`config.mk`:
```
export PLATFORM = sky130hd
export DESIGN_NAME = icache_line_fetcher
export DESIGN_NICKNAME = d
export VERILOG_FILES = /design/src/rtl/icache_line_fetcher_pkg.sv /design/src/rtl/icache_line_fetcher.sv
export SDC_FILE = /design/constraint.sdc
export NUM_CORES = 2
export LEC_CHECK = 0
export CORE_AREA = 2 2 348 350
export DETAILED_ROUTE_END_ITERATION = 7
export DIE_AREA = 0 0 350 352
export PLACE_DENSITY = 0.68
export SLEW_MARGIN = 5
export SYNTH_ARGS = -nofsm -noshare
export SYNTH_HDL_FRONTEND = slang
export SYNTH_SLANG_ARGS = --single-unit
```
`constraint.sdc`:
```
create_clock -name clk -period 2.15 [get_ports clk]
set_input_delay 0.3225 -clock clk [delete_from_list [all_inputs] [get_ports clk]]
set_output_delay 0.3225 -clock clk [all_outputs]
set_load 0.01 [all_outputs]
```
`src/rtl/icache_line_fetcher_pkg.sv`:
```
// Shared types and constants for the instruction line fetcher.
package icache_line_fetcher_pkg;

  typedef enum logic [1:0] {
    ST_REQ   = 2'd0,
    ST_FILL  = 2'd1,
    ST_HOLD  = 2'd2,
    ST_DRAIN = 2'd3
  } fetch_state_e;

  localparam int LINE_BYTES     = 64;
  localparam int INSTS_PER_LINE = 16;
  localparam int BEATS_PER_LINE = 512 / 128;

  function automatic int beats_per_line(input int line_w, input int mem_w);
    return line_w / mem_w;
  endfunction

  function automatic logic [63:0] line_align(input logic [63:0] pc);
    return {pc[63:6], 6'd0};
  endfunction

endpackage

```
`src/rtl/icache_line_fetcher.sv`:
```
// Line fetcher: grant + BEATS beats + 1 hold cycle per line; line held stable while instq_full_i.
// Redirect drains outstanding beats before re-requesting; ICACHE_FETCH_PERF_EN adds perf counters.
module icache_line_fetcher
  import icache_line_fetcher_pkg::*;
#(
  parameter logic [63:0] RESET_PC   = 64'h0000_0000_8000_0000,
  parameter int          MEM_DATA_W = 128,
  parameter int          LINE_W     = 512
) (
  input  logic                  clk,
  input  logic                  rst_n,
  output logic                  mem_req_o,
  output logic [63:0]           mem_addr_o,
  input  logic                  mem_gnt_i,
  input  logic                  mem_rvalid_i,
  input  logic [MEM_DATA_W-1:0] mem_rdata_i,
  output logic                  icache_valid_o,
  output logic [63:0]           icache_pc_o,
  output logic [LINE_W-1:0]     icache_data_o,
  input  logic                  instq_full_i,
  input  logic                  redirect_i,
  input  logic [63:0]           redirect_pc_i,
  output logic [31:0]           perf_lines_o,
  output logic [31:0]           perf_stall_o
);

  localparam int BEATS = beats_per_line(LINE_W, MEM_DATA_W);
  localparam int CNT_W = (BEATS > 1) ? $clog2(BEATS) : 1;
  localparam logic [CNT_W-1:0] LAST_BEAT = CNT_W'(BEATS - 1);

  localparam logic [1:0] REQ   = ST_REQ;
  localparam logic [1:0] FILL  = ST_FILL;
  localparam logic [1:0] HOLD  = ST_HOLD;
  localparam logic [1:0] DRAIN = ST_DRAIN;

  logic [1:0]        state;
  logic [63:0]       fetch_pc;
  logic [63:0]       pend_pc;
  logic [63:0]       out_pc;
  logic [CNT_W-1:0]  beat_cnt;
  logic [LINE_W-1:0] fill_buf;
  logic [LINE_W-1:0] line_buf;
  logic [LINE_W-1:0] assembled;
  logic [63:0]       target;
  logic              last_beat;
  logic              transfer;
  logic              unused_pc_lsb;

  assign target        = line_align(redirect_pc_i);
  assign unused_pc_lsb = ^redirect_pc_i[5:0];
  assign last_beat     = (beat_cnt == LAST_BEAT);

  assign mem_req_o      = (state == REQ);
  assign mem_addr_o     = fetch_pc;
  assign icache_valid_o = (state == HOLD) && !redirect_i;
  assign icache_pc_o    = out_pc;
  assign icache_data_o  = line_buf;
  assign transfer       = icache_valid_o && !instq_full_i;

  // Partial beats collect in fill_buf so the visible line only changes when a new line completes.
  always_comb begin
    assembled = fill_buf;
    assembled[int'(beat_cnt) * MEM_DATA_W +: MEM_DATA_W] = mem_rdata_i;
  end

  always_ff @(posedge clk or negedge rst_n) begin
    if (!rst_n) begin
      state    <= REQ;
      fetch_pc <= RESET_PC;
      pend_pc  <= '0;
      out_pc   <= RESET_PC;
      beat_cnt <= '0;
      fill_buf <= '0;
      line_buf <= '0;
    end else begin
      case (state)
        REQ: begin
          if (redirect_i) begin
            if (mem_gnt_i) begin
              pend_pc  <= target;
              beat_cnt <= '0;
              state    <= DRAIN;
            end else begin
              fetch_pc <= target;
            end
          end else if (mem_gnt_i) begin
            beat_cnt <= '0;
            state    <= FILL;
          end
        end
        FILL: begin
          if (redirect_i) begin
            pend_pc <= target;
            // A final beat landing with the redirect leaves nothing to drain.
            if (mem_rvalid_i && last_beat) begin
              fetch_pc <= target;
              state    <= REQ;
            end else begin
              state <= DRAIN;
              if (mem_rvalid_i) beat_cnt <= beat_cnt + CNT_W'(1);
            end
          end else if (mem_rvalid_i) begin
            fill_buf <= assembled;
            if (last_beat) begin
              line_buf <= assembled;
              out_pc   <= fetch_pc;
              state    <= HOLD;
            end else begin
              beat_cnt <= beat_cnt + CNT_W'(1);
            end
          end
        end
        HOLD: begin
          if (redirect_i) begin
            fetch_pc <= target;
            state    <= REQ;
          end else if (!instq_full_i) begin
            fetch_pc <= fetch_pc + 64'(LINE_BYTES);
            state    <= REQ;
          end
        end
        DRAIN: begin
          if (mem_rvalid_i && last_beat) begin
            fetch_pc <= redirect_i ? target : pend_pc;
            state    <= REQ;
          end else begin
            if (redirect_i)   pend_pc  <= target;
            if (mem_rvalid_i) beat_cnt <= beat_cnt + CNT_W'(1);
          end
        end
        default: state <= REQ;
      endcase
    end
  end

`ifdef ICACHE_FETCH_PERF_EN
  logic [31:0] lines_cnt;
  logic [31:0] stall_cnt;

  always_ff @(posedge clk or negedge rst_n) begin
    if (!rst_n) begin
      lines_cnt <= '0;
      stall_cnt <= '0;
    end else begin
      if (transfer) lines_cnt <= lines_cnt + 32'd1;
      if ((state == HOLD) && instq_full_i && !redirect_i) stall_cnt <= stall_cnt + 32'd1;
    end
  end

  assign perf_lines_o = lines_cnt;
  assign perf_stall_o = stall_cnt;
`else
  assign perf_lines_o = '0;
  assign perf_stall_o = '0;
`endif

  rvalid_in_window: assert property (@(posedge clk) disable iff (!rst_n)
    mem_rvalid_i |-> ((state == FILL) || (state == DRAIN)));

endmodule

```
==> run summary <==
Cell-internal power -> 48.15 mW
# port buffers -> 833
RSZ-0062 raised after global routing -> true
Syn Inst Count -> 4354
Routability congestion estimate -> 0.9031
Final std cells w/o fill -> 6929
Layout cells sized above 1 -> 14.98%
Number of placement rows -> 127
Failing checks -> negative setup slack
Yosys reg bits -> 1092
Clk slew on worst S/H paths -> 0.06 ns
Max cap viols -> 0
Most common cell after layout, fill and taps aside -> dfrtp_1
Skew-Pair Late Insertion Delay -> 0.73 ns
CTS tree -> built
Synth top area share -> 58.53%
Htree depth -> 3
DRT iter0 DRCs -> 3002
Largest net degree at the start of global routing -> 116
Gr usage total -> 25.11%
First-pass GRT wire length -> 240200 um
Post-synth EDFFs -> 0
CP max-delay cell -> or4_1
Area growth syn-to-layout -> 36.86%
CTS root buf -> clkbuf_16
Via count -> 38190
Nets -> 5420
Clk network pwr share -> 28.5%
Post-synth top area cell -> dfrtp_1
Pwr Density -> 1132 nW/um^2
Hold crit path type -> input port to async pin
Primary FF master, synth -> dfrtp_1
Max clock buf depth -> 3
Peak supply drop -> 0.0009004 V
Status -> finished, violations left
Setup TNS -> -0.09792 ns
DIE HEIGHT -> 352 um
Mean Syn Cell Area -> 10.70 um^2
Worst path most repeated cell -> buf_6
Synthesized cell area -> 46610 um^2
Setup crit end kind -> flop
Hold slack -> 0.1129 ns
Setup WS post-layout -> -0.04024 ns
Ys async rst share -> 100.0%
Tightest Pin Transition -> 0.6798 ns
Clk sink count -> 1092
CTS buffer count -> 113
Most frequent cells in the layout -> dfrtp_1, clkdlybuf4s50_1, a22o_1, nand2_1, o21ai_0
DIE AREA -> 123200 um^2
Worst Clk Skew -> 0.06374 ns
Initial Utilization -> 39.05%
Yosys warns -> 0
Yosys cell types -> 67
Buffers and inverters on the worst path -> 2
Total power -> 72.21 mW
Vias in the first global route -> 37600
Slew Limit Fails -> 0
Critical path required time -> 2.78 ns
Arrival @ worst endpoint -> 2.82 ns
Flop pwr share -> 37.5%
Horiz. Die Dim -> 350 um
Final Hold Vio Count -> 0
Critical path's top delay family -> simple AND/OR/NAND/NOR gates
Main area contributors after synthesis -> dfrtp_1, a22o_1, nor2b_1
Finish-stage setup viols -> 5
Placed insts -> 6659
1st-pass router iterations -> 6
Tcrit/Tclk final -> 101.9%
Combinational share of power -> 33.9%
Worst Path Max Fanout -> 4
# DRC -> 0
Dpl cell area -> 58760 um^2
Static Leak -> 28.43 nW
Core area -> 119300 um^2
Post-Route Utilization -> 53.45%
Initial antenna violation count -> 16
HPWL Detailed -> 108000 um
Final Instance Area -> 63780 um^2
WL final -> 160400 um
Grt ovf -> 0
IO Count -> 904
Switch Pwr -> 24.06 mW
Dpl ws -> -0.2758 ns
Kind of critical path -> flop to flop
Critical Path Start Type -> flop
Max Clock Freq -> 456.6 MHz
Min Tclk post-route -> 2.190 ns
Post-synthesis sequential area ratio -> 58.64%
Max incr delay on CP -> 0.55 ns
Per-cell routed wire length -> 23.15 um
ANT nets after route -> 0
Critical path, cell by cell -> buf_6, ha_4, o21ba_4, a221oi_4, buf_6, nand4_1, or4_1, nand3_2
Worst rel slew slack -> 54.68%
Switching share of power -> 33.32%
Via/cell ratio -> 5.511
==> flip-flops by register name, indices dropped and copies added, names as in the netlist <==
signal,count
beat_cnt,2
fill_buf,384
icache_data_o,512
icache_pc_o,64
mem_addr_o,64
pend_pc,64
state,2
==> cell usage after synthesis, types with 8 or more instances <==
master     count
clkbuf_1     354
nand3_1       42
a221oi_1       8
dfrtp_1     1090
nand2_1      450
and2_1        13
o21ai_0      446
nor2b_1      387
buf_2         40
o211ai_1      13
inv_1         15
a22o_1       538
mux2_2       115
nor2_1        34
and3_1        17
o2bb2ai_1     11
and4_1         8
ha_1          10
a21oi_1      400
a31oi_1        8
buf_1         89
buf_4         64
nor3_1        20
nor4_1        29
a22oi_1       28
nand4_1       31
==> cell type report <==
type                            instances  area, um^2
Multi-Input combinational cell       2760       17620
Clock inverter                         47       651.9
Timing Repair Buffer                 1229       12780
Inverter                               16       65.06
Antenna cell                            9       22.52
Clock buffer                          164        3289
Sequential cell                      1092       27340
Fill cell                           10200       55550
Tap cell                             1612        2017
==> power groups by stage <==
stage,logic [mW],registers [mW],clock network (mW)
5_1_grt,26.3,27.5,21.8
4_1_cts,23.7,27.0,20.9
3_3_place_gp,23.0,27.3,0
2_1_floorplan,10.9,27.9,0
6_report,24.5,27.1,20.6
3_5_place_dp,23.4,27.3,0
==> timing repair <==
action,in CTS,in global routing
setup endpoints to repair,724,575
pin swaps,10,36
gates cloned,2,9
endpoints found under the hold margin,306,0
resized for setup,63,131
buffers inserted,23,18
hold buffers,1,0
==> worst paths after layout <==
kind                       cells after the start                              to  slack, ns                            from
max in group asynchronous                      3      mem_addr_o[30]$_DFFE_PN0P_       0.97                           rst_n
hold reg to reg                                2  icache_data_o[364]$_DFFE_PN0P_       0.47  icache_data_o[364]$_DFFE_PN0P_
min in group clk                               2         pend_pc[33]$_DFFE_PN0P_       0.25               redirect_pc_i[33]
setup reg to reg                               8      mem_addr_o[55]$_DFFE_PN0P_      -0.04            state[0]$_DFFE_PN0P_
hold / removal                                 2       fill_buf[248]$_DFFE_PN0P_       0.11                           rst_n
setup / recovery                               8      mem_addr_o[55]$_DFFE_PN0P_      -0.04            state[0]$_DFFE_PN0P_
==> per-layer routing <==
metal,vias up,track usage [%],share of wire [%]
met5,-,0,0.055
met1,19270,33.72,41
met3,282,5.640,8.2
met2,1613,39.70,47
met4,14,9.259,3.6
li1,17010,-,-
==> logic make-up after synthesis <==
| group | Yosys count | share of synthesized area, % |
|---|---|---|
| buffers and inverters | 565 | 5.179 |
| other | 1 | 0.008046 |
| and+or+nand+nor | 1060 | 11.66 |
| muxes | 122 | 2.929 |
| AOI/OAI and AO/OA | 1504 | 21.32 |
| DFF | 1092 | 58.64 |
| adders and majority gates | 10 | 0.2685 |
(Power assumes the default switching activity.)
